`src/rtl/cello_sweep_pkg.sv`:
```
// Shared constants and FSM encoding for the truth-table sweeper.
package cello_sweep_pkg;

  localparam int unsigned ROW_W   = 3;
  localparam int unsigned TABLE_W = 8;
  localparam int unsigned CNT_W   = 8;

  // Last row code; the sweep ends after sampling it.
  localparam logic [ROW_W-1:0] ROW_LAST = ROW_W'(TABLE_W - 1);

  typedef enum logic [1:0] {
    IDLE   = 2'd0,
    APPLY  = 2'd1,
    SAMPLE = 2'd2,
    FINISH = 2'd3
  } sweep_state_t;

endpackage

```
`src/rtl/sync_2ff.sv`:
```
// Two-flop synchronizer for a single asynchronous bit.
//   clk : sampling clock
//   rst : synchronous active-high reset, clears both flops
//   d   : asynchronous input
//   q   : synchronized output (two cycles of latency)
module sync_2ff (
  input  logic clk,
  input  logic rst,
  input  logic d,
  output logic q
);

  logic meta;

  always_ff @(posedge clk) begin
    if (rst) begin
      meta <= 1'b0;
      q    <= 1'b0;
    end else begin
      meta <= d;
      q    <= meta;
    end
  end

endmodule

```
`src/rtl/truth_table_sweeper.sv`:
```
// Sweeps all eight input codes of a downstream 3-input logic block, captures
// its response into a truth table and compares it against a golden table.
//   clk, rst        : clock and synchronous active-high reset
//   start           : one-cycle pulse starting a sweep (ignored while busy)
//   in1, in2, in3   : stimulus to the logic block, in1 is the row MSB
//   dut_out         : asynchronous response of the logic block
//   busy            : sweep in progress
//   done            : one-cycle pulse when the sweep completes
//   truth_table     : captured table, MSB = row 000
//   mismatch        : truth_table XOR EXPECTED, valid from done onward
//   pass            : mismatch == 0, valid from done onward
module truth_table_sweeper
  import cello_sweep_pkg::*;
#(
  parameter int unsigned        SETTLE_CYCLES = 4,
  parameter logic [TABLE_W-1:0] EXPECTED      = 8'hFC
) (
  input  logic               clk,
  input  logic               rst,
  input  logic               start,
  output logic               in1,
  output logic               in2,
  output logic               in3,
  input  logic               dut_out,
  output logic               busy,
  output logic               done,
  output logic [TABLE_W-1:0] truth_table,
  output logic [TABLE_W-1:0] mismatch,
  output logic               pass
);

  localparam logic [CNT_W-1:0] CNT_LAST = CNT_W'(SETTLE_CYCLES - 1);

  sweep_state_t       state, state_nxt;
  logic [ROW_W-1:0]   row, row_nxt;
  logic [CNT_W-1:0]   cnt, cnt_nxt;
  logic [ROW_W-1:0]   code_nxt;
  logic [TABLE_W-1:0] table_nxt, mismatch_nxt;
  logic               pass_nxt, done_nxt, busy_nxt;
  logic               resp;

  // Response is only ever consumed after synchronization.
  sync_2ff u_sync (
    .clk (clk),
    .rst (rst),
    .d   (dut_out),
    .q   (resp)
  );

  // State and registered outputs.
  always_ff @(posedge clk) begin
    if (rst) begin
      state           <= IDLE;
      row             <= '0;
      cnt             <= '0;
      truth_table     <= '0;
      mismatch        <= '0;
      pass            <= 1'b0;
      done            <= 1'b0;
      busy            <= 1'b0;
      {in1, in2, in3} <= '0;
    end else begin
      state           <= state_nxt;
      row             <= row_nxt;
      cnt             <= cnt_nxt;
      truth_table     <= table_nxt;
      mismatch        <= mismatch_nxt;
      pass            <= pass_nxt;
      done            <= done_nxt;
      busy            <= busy_nxt;
      {in1, in2, in3} <= code_nxt;
    end
  end

  // Next-state and next-output logic; outputs are computed for the state
  // being entered so that the registered values line up with that state.
  always_comb begin
    state_nxt    = state;
    row_nxt      = row;
    cnt_nxt      = cnt;
    table_nxt    = truth_table;
    mismatch_nxt = mismatch;
    pass_nxt     = pass;
    done_nxt     = 1'b0;
    busy_nxt     = 1'b1;
    code_nxt     = '0;

    case (state)
      IDLE: begin
        busy_nxt = 1'b0;
        if (start) begin
          table_nxt = '0;
          row_nxt   = '0;
          cnt_nxt   = '0;
          busy_nxt  = 1'b1;
          state_nxt = APPLY;
        end
      end

      APPLY: begin
        code_nxt = row;
        if (cnt == CNT_LAST) begin
          state_nxt = SAMPLE;
        end else begin
          cnt_nxt = cnt + CNT_W'(1);
        end
      end

      SAMPLE: begin
        // Row 000 lands in the MSB of the table.
        table_nxt[ROW_LAST - row] = resp;
        if (row == ROW_LAST) begin
          state_nxt    = FINISH;
          done_nxt     = 1'b1;
          mismatch_nxt = table_nxt ^ EXPECTED;
          pass_nxt     = (table_nxt == EXPECTED);
        end else begin
          row_nxt   = row + ROW_W'(1);
          cnt_nxt   = '0;
          code_nxt  = row + ROW_W'(1);
          state_nxt = APPLY;
        end
      end

      FINISH: begin
        busy_nxt  = 1'b0;
        state_nxt = IDLE;
      end

      default: begin
        busy_nxt  = 1'b0;
        state_nxt = IDLE;
      end
    endcase
  end

endmodule

```
`config.mk`:
```
export PLATFORM = sky130hd
export DESIGN_NAME = truth_table_sweeper
export DESIGN_NICKNAME = d
export VERILOG_FILES = /design/src/rtl/cello_sweep_pkg.sv /design/src/rtl/sync_2ff.sv /design/src/rtl/truth_table_sweeper.sv
export SDC_FILE = /design/constraint.sdc
export NUM_CORES = 1
export LEC_CHECK = 0
export ABC_AREA = 1
export CAP_MARGIN = 20
export CORE_MARGIN = 1.5
export CORE_UTILIZATION = 30
export DETAILED_ROUTE_END_ITERATION = 10
export GPL_ROUTABILITY_DRIVEN = 0
export HOLD_SLACK_MARGIN = 0.1
export PLACE_DENSITY = 0.6
export SLEW_MARGIN = 40
export SYNTH_ARGS = -nofsm -noshare
export SYNTH_HDL_FRONTEND = slang
export SYNTH_HIERARCHICAL = 1
export SYNTH_SLANG_ARGS = --single-unit
```
`constraint.sdc`:
```
create_clock -name clk -period 3.2 [get_ports clk]
set_input_delay 0.64 -clock clk [delete_from_list [all_inputs] [get_ports clk]]
set_output_delay 0.64 -clock clk [all_outputs]
set_load 0.005 [all_outputs]
```
Word level (Yosys, flattened, before mapping)
Index checks and enable logic that the tools add are counted.

word-level totals
  output and inout bits = 22
  register bits after elaboration = 37
  word-level logic and storage cells = 60
  input port bits = 4

operators by class
  reductions and logical operators = 10
  bitwise gates (word level) = 2
  eq/ne operators = 10
  magnitude comparators = 2
  multiplexer cells = 20
  add/sub/neg operators = 3

operators by type and width
  operator             count
  $mux 8               3
  $pmux 8 s3           1
  $pmux 8 s2           1
  $pmux 3 s2           2
  $mux 3               3
  $add 8x1->8 const B  1
  $bwmux 8             1
  $eq 8x2->1 const B   1
  $eq 8x8->1 const B   1
  $ne 2x2->1 const B   4
  $pmux 2 s4           1
  $mux 2               3
  $not 6->6            1
  $reduce_and 2->1     3
  $eq 2x2->1 const B   2
  $lt 3x4->1 const B   1
  $reduce_and 4->1     1
  $add 3x1->3 const B  1
  $demux 1 s3          1
  $eq 3x3->1 const B   1
  $ge 3x1->1 const B   1
  $mux 1               3
  $reduce_and 3->1     1
  $reduce_bool 3->1    1
  8 further kinds      8

Depth between registers and ports, before layout
  depth in word-level cells = 7
  mapped depth = 12
  depth with buffers taken out = 12

Hierarchy
Netlist, hierarchy kept.

by module, submodules not included
  module               area each (um2)  seq. area each (um2)  instances  cells an instance
  truth_table_sweeper  1745.4           700.7                 1          251
  sync_2ff             55.1             40.0                  1          6

Worst setup path before layout
No wires, ideal clock.

  path type = register -> register
  from = reg row[0]
  to = reg cnt[7]
  data arrival time = 1398 ps
  stages on the path, launching flop included = 11
  setup slack = 1689 ps
  required time = 3087 ps
  period minus slack after synthesis = 1511 ps
  setup time = 113 ps
  cell sequence = dfxtp_1 ha_1 ha_1 nand2_1 nand2_1 nor2_2 nand2_2 nand2_4 inv_2 nor2_1 nor2_1

between the ends
  cells in the longest elaborated chain, start to end = 3

ends and longest elaborated chain
  element                            RTL line                    RTL
  start, declared                    truth_table_sweeper.sv:35   logic [ROW_W-1:0] row, row_nxt;
  start signal, assigned             truth_table_sweeper.sv:64   row <= row_nxt;
  $eq 3x3->1                         truth_table_sweeper.sv:112  if (row == ROW_LAST) begin
  $ne 2x2->1 (no source line)        --
  $reduce_and 4->1 (no source line)  --
  end signal, assigned               truth_table_sweeper.sv:65   cnt <= cnt_nxt;
  end, declared                      truth_table_sweeper.sv:36   logic [CNT_W-1:0] cnt, cnt_nxt;

No other way between the ends.
A chain may end at the register's enable or synchronous reset.

Worst setup path in the final report
Same ends and word-level chain as after synthesis.

==> impl_metrics.tcl <==
set metrics [dict create \
    status "finished clean" \
    cts_setup_buffers 0 \
    critPathRequiredTime_ps 3400 \
    fin_skew_ps 8.26 \
    syn_area_per_cell_um2 7.01 \
    critPathMaxStageDelay_ps 600 \
    clock-sinks 37 \
    rsz0062_at_grt "false" \
    grt_overflow 0 \
    layout_setup_ws_ps 1340 \
    p_int_mw 0.784 \
    grt_pass1_vias 1453 \
    yosysUniqueCellTypes 29 \
    clkPwrFrac_pct 27.4 \
    antenna_found_initial 0 \
    power_mw 1.28 \
    max-cap-violations 0 \
    final_common_cell "nand2_1" \
    vdd_drop_max_v 0.000246 \
    maxSlewHeadroom_pct 67.5 \
    swShare_pct 38.7 \
    fillerInstances 626 \
    setup_tns_ps 0 \
    port_buffers 25 \
    cts_resized 0 \
    r2r_slack_ps 1340 \
    place_area_um2 2120 \
    num_io_pins 26 \
    p_leak_nw 0.866 \
    cts_hold_buf 0 \
    crit_chain "ha_1, ha_1, nand2_1, nand2_1, nor2_2, nand2_2, nand2_4, o21ai_1, nor2_1" \
    vias_per_cell 4.49 \
    dpl.hpwl_um 2840 \
    drive_gt1_share_pct 8.80 \
    wire_per_inst_um 11.1 \
    nets 294 \
    slowest_stage "dfxtp_1" \
    synth_cells 257 \
    seq_power_share_pct 40.4 \
    final_area_um2 2210 \
    worst_setup_path_end_kind "flop" \
    min_period_over_period_pct 58.2 \
    design.die.area_um2 6480 \
    grt_start_max_net_pins 23 \
    netlist.area_leader.share_pct 41.1 \
    cts_root_buf "clkbuf_8" \
    vias 1613 \
    critPathArrivalTime_ps 2060 \
    cp-startpoint "row[0]" \
    max_freq_mhz 537 \
    ys_seq_area_share_pct 41.1 \
    core_um2 5850 \
    track_usage_pct 13.4 \
    hold_start "u_sync/meta" \
    worstReg2RegStart "row[0]" \
    dp_slack_ps 1150 \
    start_util_pct 30.8 \
    drt_wl_total_um 3970 \
    tightest_slew_ps 487 \
    cp_max_fo 14 \
    path_clk_slew_ps 80 \
    drtAntennaViolNets 0 \
    synth_nets 268 \
    die_h_um 80.5 \
    die_w_um 80.5 \
    htreeDepth 2 \
    p_sw_mw 0.494 \
    layout-area-overhead-vs-synth_pct 22.9 \
    synth_seq_cells 37 \
    final_cell_mix "nand2_1 (70), dfxtp_1 (37), a21oi_1 (28)" \
    grt_pass1_wl_um 6640 \
    rows 28 \
    numCtsBuffers 5 \
    netlist_area_um2 1800 \
    synth_warnings 6 \
    power_density_nw_per_um2 578 \
    fin_crit_ps 1860 \
    clk_path_buf_depth 2 \
    criticalPathCategory "reg2reg" \
    drt_first_pass_iters 4 \
    synth_area_leaders "dfxtp_1 (41%), nand2_1 (15%), a21oi_1 (7.8%)" \
    hold_violations 0 \
    cts_tree "yes" \
    startpoint_type "flop" \
    drtIter0Drc 108 \
    yosysTopAreaCell "dfxtp_1" \
    hold_path.class "reg2reg" \
    finalSetupViolCount 0 \
    drc 0 \
    pwr-share-comb_pct 32.2 \
    clkLatencyLatePin_ps 300 \
    n_antenna_cell 0 \
    slew_viol_final 0 \
]
## worst max-delay path, delay by kind of cell (launching register included)
family | cells | cell delay [ps]
adders and majority gates | 2 | 470
AOI/OAI and AO/OA | 1 | 140
DFF | 1 | 600
and+or+nand+nor | 6 | 540
## state kept, by name (all words and copies together), names as in the netlist
register / flops
u_sync/meta: 1
pass: 1
u_sync/q: 1
busy: 1
mismatch: 8
in2: 1
in3: 1
cnt: 8
truth_table: 8
done: 1
in1: 1
state: 2
row: 3
## per-stage QoR
stage,utilization [%],hold WS [ps],std cells
final,37.8,418,359
after global routing,37.8,451,359
after CTS,37.8,417,359
after global placement,36.2,408,351
after floorplan,-,388,257
after detailed placement,36.2,408,351
## layout make-up
cell class              count  area (µm²)  share of cell area (%)
clock buffers               6        82.6                    3.73
well taps                  75        93.8                    4.24
inverters                  30         113                    5.09
clock inverters             2        13.8                   0.622
repair buffers             26         258                    11.7
multi-input cells         183         911                    41.2
flip-flops and latches     37         741                    33.5
## synth_stat cells
library cell,instances
nand2_4,1
o32ai_1,1
nand3_2,1
nor3b_1,2
nand3b_1,1
xnor2_1,1
o21ai_1,3
o21ai_0,6
nand2_2,1
nand4_1,5
a21oi_1,28
inv_2,9
nor2_1,25
buf_4,2
clkbuf_1,3
ha_1,7
o211ai_1,3
inv_1,21
o21bai_1,1
buf_2,2
dfxtp_1,37
nand3_1,20
or2_1,1
xor2_1,1
nand2_1,70
nor2_2,2
nor2_4,1
nor3_1,1
a21oi_2,1
## routing by layer
layer | vias up | routed length [µm] | GRT usage [%]
met3 | 4 | 179 | 4.89
met1 | 696 | 2100 | 18.5
met4 | 0 | 56 | 5.69
met5 | - | 0 | 0
li1 | 881 | - | -
met2 | 32 | 1630 | 18.5
## worst paths after layout
| path | endpoint | cells past startpoint |
|---|---|---|
| setup / recovery | cnt[7] | 9 |
| hold / removal | u_sync/q | 2 |
| setup reg to reg | cnt[7] | 9 |
| hold reg to reg | u_sync/q | 2 |
## power groups by stage
stage,Sequential (mW),Combinational (mW),Clock (mW)
floorplan,0.518,0.323,0
global placement,0.528,0.405,0
detailed placement,0.527,0.409,0
CTS,0.517,0.411,0.356
global route,0.523,0.468,0.385
finish,0.517,0.411,0.351
## cell families (layout without fill, tap and decap cells)
logic type | Yosys count | after routing | share of synthesized area, %
simple gates | 131 | 131 | 31.8
xor+xnor | 2 | 2 | 0.973
flops | 37 | 37 | 41.1
fa+ha+maj | 7 | 7 | 4.86
buf+inv | 37 | 64 | 8.27
compound gates | 43 | 43 | 12.9
(Power assumes the default switching activity.)
